--- src/rtl/pi_control_mc_if.sv ---
// Request/result handshake bundle for the multi-channel PI controller.
interface pi_control_mc_if #(
    parameter int N_CH    = 4,
    parameter int N_WIDTH = 17,
    parameter int GAIN_W  = 17,
    parameter int PWM_W   = 8
);
    localparam int CH_W = $clog2(N_CH) + 1;

    logic                      in_valid;
    logic                      in_ready;
    logic [CH_W-1:0]           in_ch;
    logic signed [N_WIDTH-1:0] in_error;
    logic [GAIN_W-1:0]         kp;
    logic [GAIN_W-1:0]         ki;
    logic                      out_valid;
    logic                      out_ready;
    logic [CH_W-1:0]           out_ch;
    logic [PWM_W-1:0]          out_pwm;
    logic                      out_err;

    modport master (
        output in_valid, in_ch, in_error, kp, ki, out_ready,
        input  in_ready, out_valid, out_ch, out_pwm, out_err
    );

    modport slave (
        input  in_valid, in_ch, in_error, kp, ki, out_ready,
        output in_ready, out_valid, out_ch, out_pwm, out_err
    );
endinterface

--- src/rtl/pi_control_mc.sv ---
// Time-multiplexed incremental PI speed controller: N_CH channels share one multiplier.
// Optional macro PI_ANTIWINDUP_EN: u[k-1] history keeps the PWM-clamped value instead of the raw sum.
module pi_control_mc #(
    parameter int N_CH    = 4,
    parameter int N_WIDTH = 17,
    parameter int Q       = 8,
    parameter int GAIN_W  = 17,
    parameter int ACC_W   = 32,
    parameter int PWM_W   = 8,
    parameter int HI_THR  = 250,
    parameter int LO_THR  = 5
) (
    input  logic                  Prescaler_clk,
    input  logic                  Reset_n,
    input  logic                  clear_all,
    pi_control_mc_if.slave        req_if,
    output logic [N_CH*PWM_W-1:0] pwm_bus
);
    localparam int CH_W  = $clog2(N_CH) + 1;
    localparam int IDX_W = (N_CH > 1) ? $clog2(N_CH) : 1;
    localparam int DIF_W = N_WIDTH + 2;
    localparam int PRD_W = DIF_W + GAIN_W + 1;
    localparam int SUM_W = ACC_W + 2;

    typedef enum logic [2:0] {
        ST_IDLE  = 3'd0,
        ST_MUL_P = 3'd1,
        ST_MUL_I = 3'd2,
        ST_ACC   = 3'd3,
        ST_OUT   = 3'd4
    } state_t;

    state_t                    state_q;
    logic                      in_ready_q;
    logic                      out_valid_q;
    logic                      out_err_q;
    logic [CH_W-1:0]           ch_q;
    logic [CH_W-1:0]           out_ch_q;
    logic [PWM_W-1:0]          out_pwm_q;
    logic signed [N_WIDTH-1:0] e_q;
    logic [GAIN_W-1:0]         kp_q;
    logic [GAIN_W-1:0]         ki_q;
    logic signed [SUM_W-1:0]   p_q;
    logic signed [SUM_W-1:0]   i_q;
    logic [N_CH*PWM_W-1:0]     pwm_bus_q;
    logic signed [N_WIDTH-1:0] e1_q [N_CH];
    logic signed [ACC_W-1:0]   u1_q [N_CH];

    logic                      ch_ok_d;
    logic [IDX_W-1:0]          idx_d;
    logic signed [N_WIDTH-1:0] e1_d;
    logic signed [ACC_W-1:0]   u1_d;
    logic signed [DIF_W-1:0]   mul_a_d;
    logic signed [GAIN_W:0]    mul_b_d;
    logic signed [PRD_W-1:0]   prod_d;
    logic signed [SUM_W-1:0]   prod_sh_d;
    logic signed [SUM_W-1:0]   sum_d;
    logic signed [ACC_W-1:0]   sat_d;
    logic signed [ACC_W-1:0]   int_d;
    logic signed [ACC_W-1:0]   u1_next_d;
    logic                      hi_d;
    logic                      lo_d;
    logic [PWM_W-1:0]          pwm_d;

    function automatic logic signed [ACC_W-1:0] sat_acc(input logic signed [SUM_W-1:0] v);
        logic [SUM_W-ACC_W:0] top;
        top = v[SUM_W-1:ACC_W-1];
        if ((top == {(SUM_W-ACC_W+1){1'b0}}) || (top == {(SUM_W-ACC_W+1){1'b1}})) begin
            sat_acc = v[ACC_W-1:0];
        end else if (!v[SUM_W-1]) begin
            sat_acc = {1'b0, {(ACC_W-1){1'b1}}};
        end else begin
            sat_acc = {1'b1, {(ACC_W-1){1'b0}}};
        end
    endfunction

    // Channel history lookup and operand steering into the shared multiplier
    always_comb begin
        ch_ok_d = (ch_q < CH_W'(N_CH));
        idx_d   = ch_q[IDX_W-1:0];
        if (ch_ok_d) begin
            e1_d = e1_q[idx_d];
            u1_d = u1_q[idx_d];
        end else begin
            e1_d = {N_WIDTH{1'b0}};
            u1_d = {ACC_W{1'b0}};
        end
        if (state_q == ST_MUL_P) begin
            mul_a_d = DIF_W'(e_q) - DIF_W'(e1_d);
            mul_b_d = $signed({1'b0, kp_q});
        end else begin
            mul_a_d = DIF_W'(e_q);
            mul_b_d = $signed({1'b0, ki_q});
        end
        prod_d    = PRD_W'(mul_a_d) * PRD_W'(mul_b_d);
        prod_sh_d = SUM_W'(prod_d >>> Q);
    end

    // Accumulate, saturate to the accumulator range and map to a PWM command
    always_comb begin
        sum_d = SUM_W'(u1_d) + p_q + i_q;
        sat_d = sat_acc(sum_d);
        int_d = sat_d >>> Q;
        hi_d  = (int_d >= ACC_W'(HI_THR));
        lo_d  = sat_d[ACC_W-1] || (int_d <= ACC_W'(LO_THR));
        if (hi_d) begin
            pwm_d = {PWM_W{1'b1}};
        end else if (lo_d) begin
            pwm_d = {PWM_W{1'b0}};
        end else begin
            pwm_d = int_d[PWM_W-1:0];
        end
`ifdef PI_ANTIWINDUP_EN
        if (hi_d) begin
            u1_next_d = ACC_W'({{PWM_W{1'b1}}, {Q{1'b0}}});
        end else if (lo_d) begin
            u1_next_d = {ACC_W{1'b0}};
        end else begin
            u1_next_d = sat_d;
        end
`else
        u1_next_d = sat_d;
`endif
    end

    // Sequencer: accept, two multiplies, accumulate/commit, hold result until consumed
    always_ff @(posedge Prescaler_clk or negedge Reset_n) begin
        if (!Reset_n) begin
            state_q     <= ST_IDLE;
            in_ready_q  <= 1'b1;
            out_valid_q <= 1'b0;
            out_err_q   <= 1'b0;
            out_ch_q    <= {CH_W{1'b0}};
            out_pwm_q   <= {PWM_W{1'b0}};
            ch_q        <= {CH_W{1'b0}};
            e_q         <= {N_WIDTH{1'b0}};
            kp_q        <= {GAIN_W{1'b0}};
            ki_q        <= {GAIN_W{1'b0}};
            p_q         <= {SUM_W{1'b0}};
            i_q         <= {SUM_W{1'b0}};
            pwm_bus_q   <= {(N_CH*PWM_W){1'b0}};
            for (int c = 0; c < N_CH; c++) begin
                e1_q[c] <= {N_WIDTH{1'b0}};
                u1_q[c] <= {ACC_W{1'b0}};
            end
        end else if (clear_all) begin
            state_q     <= ST_IDLE;
            in_ready_q  <= 1'b1;
            out_valid_q <= 1'b0;
            out_err_q   <= 1'b0;
            out_ch_q    <= {CH_W{1'b0}};
            out_pwm_q   <= {PWM_W{1'b0}};
            pwm_bus_q   <= {(N_CH*PWM_W){1'b0}};
            for (int c = 0; c < N_CH; c++) begin
                e1_q[c] <= {N_WIDTH{1'b0}};
                u1_q[c] <= {ACC_W{1'b0}};
            end
        end else begin
            case (state_q)
                ST_IDLE: begin
                    if (req_if.in_valid) begin
                        ch_q       <= req_if.in_ch;
                        e_q        <= req_if.in_error;
                        kp_q       <= req_if.kp;
                        ki_q       <= req_if.ki;
                        in_ready_q <= 1'b0;
                        state_q    <= ST_MUL_P;
                    end
                end
                ST_MUL_P: begin
                    p_q     <= prod_sh_d;
                    state_q <= ST_MUL_I;
                end
                ST_MUL_I: begin
                    i_q     <= prod_sh_d;
                    state_q <= ST_ACC;
                end
                ST_ACC: begin
                    if (ch_ok_d) begin
                        e1_q[idx_d] <= e_q;
                        u1_q[idx_d] <= u1_next_d;
                        pwm_bus_q[int'(idx_d)*PWM_W +: PWM_W] <= pwm_d;
                    end
                    out_ch_q    <= ch_q;
                    out_pwm_q   <= ch_ok_d ? pwm_d : {PWM_W{1'b0}};
                    out_err_q   <= !ch_ok_d;
                    out_valid_q <= 1'b1;
                    state_q     <= ST_OUT;
                end
                ST_OUT: begin
                    if (req_if.out_ready) begin
                        out_valid_q <= 1'b0;
                        in_ready_q  <= 1'b1;
                        state_q     <= ST_IDLE;
                    end
                end
                default: begin
                    out_valid_q <= 1'b0;
                    in_ready_q  <= 1'b1;
                    state_q     <= ST_IDLE;
                end
            endcase
        end
    end

    assign req_if.in_ready  = in_ready_q;
    assign req_if.out_valid = out_valid_q;
    assign req_if.out_ch    = out_ch_q;
    assign req_if.out_pwm   = out_pwm_q;
    assign req_if.out_err   = out_err_q;
    assign pwm_bus          = pwm_bus_q;
endmodule
--- src/flat_wrapper.sv ---
// flat-port wrapper written by rule: the top's interface ports become plain ports
module pi_control_mc_flat 
#(
    parameter int N_CH    = 4,
    parameter int N_WIDTH = 17,
    parameter int Q       = 8,
    parameter int GAIN_W  = 17,
    parameter int ACC_W   = 32,
    parameter int PWM_W   = 8,
    parameter int HI_THR  = 250,
    parameter int LO_THR  = 5
)
  (Prescaler_clk, Reset_n, clear_all, pwm_bus, req_if_in_valid, req_if_in_ch, req_if_in_error, req_if_kp, req_if_ki, req_if_out_ready, req_if_in_ready, req_if_out_valid, req_if_out_ch, req_if_out_pwm, req_if_out_err);
  pi_control_mc_if #(.N_CH(N_CH), .N_WIDTH(N_WIDTH), .GAIN_W(GAIN_W), .PWM_W(PWM_W)) req_if_i ();
  input  logic Prescaler_clk;
  input  logic Reset_n;
  input  logic clear_all;
  output logic [N_CH*PWM_W-1:0] pwm_bus;
  input wire logic [$bits(req_if_i.in_valid)-1:0] req_if_in_valid;
  input wire logic [$bits(req_if_i.in_ch)-1:0] req_if_in_ch;
  input wire logic [$bits(req_if_i.in_error)-1:0] req_if_in_error;
  input wire logic [$bits(req_if_i.kp)-1:0] req_if_kp;
  input wire logic [$bits(req_if_i.ki)-1:0] req_if_ki;
  input wire logic [$bits(req_if_i.out_ready)-1:0] req_if_out_ready;
  output wire logic [$bits(req_if_i.in_ready)-1:0] req_if_in_ready;
  output wire logic [$bits(req_if_i.out_valid)-1:0] req_if_out_valid;
  output wire logic [$bits(req_if_i.out_ch)-1:0] req_if_out_ch;
  output wire logic [$bits(req_if_i.out_pwm)-1:0] req_if_out_pwm;
  output wire logic [$bits(req_if_i.out_err)-1:0] req_if_out_err;
  assign req_if_i.in_valid = req_if_in_valid;
  assign req_if_i.in_ch = req_if_in_ch;
  assign req_if_i.in_error = req_if_in_error;
  assign req_if_i.kp = req_if_kp;
  assign req_if_i.ki = req_if_ki;
  assign req_if_i.out_ready = req_if_out_ready;
  assign req_if_in_ready = req_if_i.in_ready;
  assign req_if_out_valid = req_if_i.out_valid;
  assign req_if_out_ch = req_if_i.out_ch;
  assign req_if_out_pwm = req_if_i.out_pwm;
  assign req_if_out_err = req_if_i.out_err;
  pi_control_mc #(.N_CH(N_CH), .N_WIDTH(N_WIDTH), .Q(Q), .GAIN_W(GAIN_W), .ACC_W(ACC_W), .PWM_W(PWM_W), .HI_THR(HI_THR), .LO_THR(LO_THR)) u_core (.Prescaler_clk(Prescaler_clk), .Reset_n(Reset_n), .clear_all(clear_all), .req_if(req_if_i), .pwm_bus(pwm_bus));
endmodule
--- config.mk ---
export PLATFORM = sky130hd
export DESIGN_NAME = pi_control_mc_flat
export DESIGN_NICKNAME = d
export VERILOG_FILES = /design/src/rtl/pi_control_mc_if.sv /design/src/rtl/pi_control_mc.sv /design/src/flat_wrapper.sv
export SDC_FILE = /design/constraint.sdc
export NUM_CORES = 2
export LEC_CHECK = 0
export CORE_ASPECT_RATIO = 0.9
export CORE_MARGIN = 5
export CORE_UTILIZATION = 55
export CTS_CLUSTER_SIZE = 40
export DETAILED_ROUTE_END_ITERATION = 6
export HOLD_SLACK_MARGIN = 0.1
export MAX_ROUTING_LAYER = met4
export PLACE_DENSITY = 0.77
export SLEW_MARGIN = 15
export SYNTH_ARGS = -nofsm -noshare
export SYNTH_HDL_FRONTEND = slang
export SYNTH_SLANG_ARGS = --single-unit
--- constraint.sdc ---
create_clock -name Prescaler_clk -period 27.9 [get_ports Prescaler_clk]
set_input_delay 6.975 -clock Prescaler_clk [delete_from_list [all_inputs] [get_ports Prescaler_clk]]
set_output_delay 6.975 -clock Prescaler_clk [all_outputs]
set_load 0.01 [all_outputs]
Yosys cells after proc, flatten, opt, wreduce, memory -nomap -nowiden

Index checks and enable logic that the tools add are counted.
Widths: inputs -> output; s select.

Bits of input ports: 59
Bits in registers: 357
Word-level logic and storage cells: 109
Output and inout bits: 46

$add $sub $neg: 4
Equality and inequality tests: 9
Shift-type cells: 2
Reductions and logical operators: 17
Bitwise operators: 2
Order comparisons: 5
$mul: 1
Mux-type cells: 48

Operator list:

| operator                | count |
|---|---|
| $mux 128                | 3 |
| $mux 32                 | 9 |
| $mux 68                 | 3 |
| $bwmux 128              | 1 |
| $mux 17                 | 5 |
| $bwmux 68               | 1 |
| $bmux 32 s2             | 1 |
| $demux 32 s2            | 1 |
| $mux 8                  | 5 |
| $mul 19x18->37          | 1 |
| $add 33x29->34          | 1 |
| $bmux 17 s2             | 1 |
| $demux 17 s2            | 1 |
| $add 32x29->33          | 1 |
| $neg 5->33              | 1 |
| $shift 8x33->32 const A | 1 |
| $shiftx 8x33->32        | 1 |
| $bwmux 32               | 1 |
| $ge 24x9->1 const B     | 1 |
| $le 24x4->1 const B     | 1 |
| $mux 19                 | 1 |
| $sub 17x17->18          | 1 |
| $mux 3                  | 5 |
| $pmux 3 s5              | 1 |
| other kinds (20)        | 40 |

Logic depth before layout (Yosys ltp)

Depth in word-level cells: 19
Mapped depth: 42

Worst setup path after synthesis

Ideal clock, no wire load.

Kind: reg2reg
Start: register u_core.ch_q[0]
End: register u_core.p_q[26]
Setup time: 0.130 ns
Stages on the path, launching flop included: 40
Slack: 18.162 ns
Arrival: 9.607 ns
Cell sequence: dfrtp_1 > clkbuf_1 > clkbuf_1 > clkbuf_1 > mux2i_1 > a211o_1 > ha_1 > nor2b_1 > o21ai_0 > a21boi_0 > o21ai_0 > a21oi_1 > a2111o_1 > nand3_1 > a31oi_1 > o21ai_1 > clkbuf_1 > a22o_1 > [4 not listed] > xnor2_1 > fa_1 > fa_1 > inv_1 > fa_1 > inv_1 > ha_1 > a21o_1 > a21oi_1 > nand2_1 > a21o_1 > nand3_1 > nand3_1 > a31oi_1 > inv_1 > a21oi_1 > xor2_1 > o21ai_0

Cells in the longest elaborated chain, start to end: 8
Elaborated cells on any way between the ends: 9
Those cells by class: add/sub: 1; mul: 1; order compare: 1; mux: 5; bitwise: 1

Ends and longest elaborated chain:

| element                                    | RTL line             | RTL |
|---|---|---|
| from (decl)                                | pi_control_mc.sv:37  | `logic [CH_W-1:0] ch_q;` |
| from (signal assigned)                     | pi_control_mc.sv:135 | `ch_q <= {CH_W{1'b0}};` |
| from (signal assigned)                     | pi_control_mc.sv:162 | `ch_q <= req_if.in_ch;` |
| $not 2->3 (implied by the code)            | pi_control_mc.sv:82  | `e1_d = e1_q[idx_d];` |
| $bmux 17 s2                                | pi_control_mc.sv:82  |  |
| $mux 17 (implied by the code) (2 in a row) | pi_control_mc.sv:82  |  |
| $mux 17 (*)                                | pi_control_mc.sv:81  | `if (ch_ok_d) begin` |
| $sub 17x17->18 (*)                         | pi_control_mc.sv:89  | `mul_a_d = DIF_W'(e_q) - DIF_W'(e1_d);` |
| $mux 19 (*)                                | pi_control_mc.sv:88  | `if (state_q == ST_MUL_P) begin` |
| $mul 19x18->37 (*)                         | pi_control_mc.sv:95  | `prod_d = PRD_W'(mul_a_d) * PRD_W'(mul_b_d);` |
| to (signal assigned)                       | pi_control_mc.sv:139 | `p_q <= {SUM_W{1'b0}};` |
| to (signal assigned)                       | pi_control_mc.sv:171 | `p_q <= prod_sh_d;` |
| to (decl)                                  | pi_control_mc.sv:43  | `logic signed [SUM_W-1:0] p_q;` |

Every way passes the cells marked *; elsewhere a longest branch is shown, timed or not. The select of a mux whose other input is x is not followed.
A chain may end at the register's enable or synchronous reset.

Worst setup path after layout

Start: register u_core.ch_q[1]
End: register, netlist name u_core.i_q[28]

Cells in the longest elaborated chain, start to end: 8
Elaborated cells on any way between the ends: 9
Those cells by class: add/sub: 1; mul: 1; order compare: 1; mux: 5; bitwise: 1

Ends and longest elaborated chain:

| element                                    | RTL line |
|---|---|
| $not 2->3 (implied by the code)            | pi_control_mc.sv:82 |
| $bmux 17 s2                                | pi_control_mc.sv:82 |
| $mux 17 (implied by the code) (2 in a row) | pi_control_mc.sv:82 |
| $mux 17 (*)                                | pi_control_mc.sv:81 |
| $sub 17x17->18 (*)                         | pi_control_mc.sv:89 |
| $mux 19 (*)                                | pi_control_mc.sv:88 |
| $mul 19x18->37 (*)                         | pi_control_mc.sv:95 |

Marked as above.

==> metrics.cfg <==
[outcome]
status = completed

[flow_run]
drv_cap = 0

[global_route]
grt_max_degree = 137
globalRoute.totalOverflow = 0
grt_usage_pct = 29.9
grt_pass1_wl_um = 136000
grt_pass1_vias = 24500
antenna_found_initial = 1

[sta]
setup_viol = 0
period_needed_ns = 10.44
tightest_slew_ns = 1.18
tns_ns = 0
fin_skew_ns = 0.0347
finalCritPeriodShare_pct = 37.4
finalHoldViolations = 0
relSlewSlack_pct = 21.1
rsz0062_at_grt = no
finalMaxSlewViolations = 0
fmax_mhz = 95.8

[yosys]
synth-seq-area-share_pct = 29.7
synth_compound_area_share_pct = 13.3
synth-edff-count = 0
synth_nets = 3618
ys.flop_type = dfrtp_1
synth_area_leaders = dfrtp_1, fa_1, nand2_1, ha_1, inv_1
synth_top_area_cell = dfrtp_1
syn_inst = 3079
ys_warn_count = 0
yosys.area_share.adder_pct = 28.6
async_flop_share_pct = 100
synth_cell_types = 79
yosysMostFrequentCell = nand2_1
syn_area_mm2 = 0.0300
synth_top_family_by_area = adder cells
synth_top_cell_area_share_pct = 29.6
syn_avg_cell_area_um2 = 9.75
synth_mux_area_share_pct = 6.53
synthXorXnorAreaFrac_pct = 2.42
ys_ff_latch = 356
synthTopCellsByCount = nand2_1, inv_1, dfrtp_1
synth_simple_gate_area_share_pct = 12.4

[routing]
wl_per_cell_um = 22.3
drtIter0Drc = 2308
ant_nets = 0
viasPerCell = 6.12
route.vias.total = 23600
drc_errors = 0
routed_wl_um = 86000
firstDrtPassIters = 6

[floorplanning]
start_util_pct = 55.4
core_area_mm2 = 0.0542
die_h_um = 232
io_pins = 105
die_x_um = 256
rows = 81
die_area_mm2 = 0.0594

[worst_setup_path]
reg2reg_from = u_core.ch_q[1]
crit_type = register to register
critical_path_required_ns = 28.33
cpPeakStageDelay_ns = 0.72
arrival_ns = 10.87
cp_common_cell = fa_1
startpoint = u_core.ch_q[1]
endpoint_kind = register
cp_max_fo = 31
crit_slowest_cell = xnor2_1
critPathLaunchType = register

[final_layout]
fill_cells = 4303
areaGrowthSynthToFinish_pct = 10.3
multi_input_area_mm2 = 0.0191
seqCellArea_mm2 = 0.00891
final_nets = 3657
drive_gt1_share_pct = 7.85

[clocking]
cts_buffers = 39
cts_tree = done
cts.path.max_buffers = 3
root_buffer = clkbuf_16
clock-sinks = 356
clk_latency_ns = 0.59
clk_pin_slew_ns = 0.06
hold_buffers = 0
htreeDepth = 2
post-cts-setup-buffer-count = 0
post_cts_resized = 0

[worst_hold_path]
hold_start = u_core.u1_q[0]
hold_path_class = register to register

[placement]
gp_congestion = 1.02
post-dp-hpwl_um = 64300
io_buffers = 104

[layout by cell type, fill, tap and decap left out, types with 14 or more instances in the layout]
cell type	instances
a21o_1	16
a21oi_1	82
a22o_1	129
and2_1	17
buf_4	44
clkbuf_16	39
clkdlybuf4s50_1	103
dfrtp_1	353
fa_1	339
ha_1	141
inv_1	410
mux2_2	56
mux2i_1	24
mux4_2	48
nand2_1	479
nand2b_1	27
nand3_1	19
nand4_1	14
nor2_1	177
nor2b_1	49
nor3_1	22
o21ai_0	244
xnor2_1	53
xor2_1	30
[sequential cells by signal, summed over array words and instances (netlist names), 3 cells and up]
signal	flops
u_core.req_if.out_ch	3
u_core.p_q	29
u_core.u1_q	128
u_core.kp_q	17
u_core.state_q	3
u_core.pwm_bus	32
u_core.req_if.out_pwm	8
u_core.ch_q	3
u_core.ki_q	17
u_core.i_q	29
u_core.e_q	17
u_core.e1_q	68
[metal layers]
metal	routed length [um]	track usage, %	up-vias	part of all wire [%]
met3	8710	8.04	182	10
met4	2770	8.80	0	3.2
met5	0	-	-	0
li1	-	-	10200	-
met1	34700	40.1	12100	40
met2	39800	45.5	1122	46
[area by class of cell]
class                      instances  share of cell area [%]
antenna                            1                 0.00756
timing repair buffer             148                    4.16
tap                              705                    2.66
inverter                         410                    4.65
clock buffer                      54                    3.39
multi-input combinational       2163                    57.6
sequential                       356                    26.9
clock inverter                    17                   0.650
[final timing paths]
path	slack (ns)	cells after the start	to
max	17.46	39	u_core.i_q[28]
min	0.48	2	u_core.u1_q[0]
max reg2reg	17.46	39	u_core.i_q[28]
min reg2reg	0.48	2	u_core.u1_q[0]
max in group asynchronous	18.92	3	u_core.kp_q[3]
min in group asynchronous	6.49	1	u_core.u1_q[105]
[cell families (layout without fill, tap and decap cells)]
logic type      Yosys count  count (layout)
xor+xnor                 83              83
mux                     129             129
other cells               0               1
compound gates          608             608
buf+inv                 560             629
fa+ha+maj               483             483
flops                   356             356
simple gates            860             860
[metrics by stage]
step	hold WS [ns]	setup WS, ns	cell area (um^2)	util, %	instances
floorplan	0.442	18.16	30000	-	3079
global placement	0.455	17.47	31800	58.6	3782
detailed placement	0.467	17.30	31800	58.6	3782
CTS	0.480	17.63	33100	61.1	3853
global route	0.499	16.86	33100	61.1	3854
finish	0.482	17.46	33100	61.1	3854
[worst max-delay path, delay by kind of cell, from the launching register on]
| family | cells | cell delay (ns) |
|---|---|---|
| compound gates | 17 | 3.48 |
| xor+xnor | 3 | 1.14 |
| fa+ha+maj | 7 | 3.34 |
| buf+inv | 7 | 1.39 |
| flops | 1 | 0.37 |
| simple gates | 5 | 0.52 |
Power is left out: the tool's default activity adds up to more than one toggle a clock period on the data nets, which glitch-free logic cannot reach.
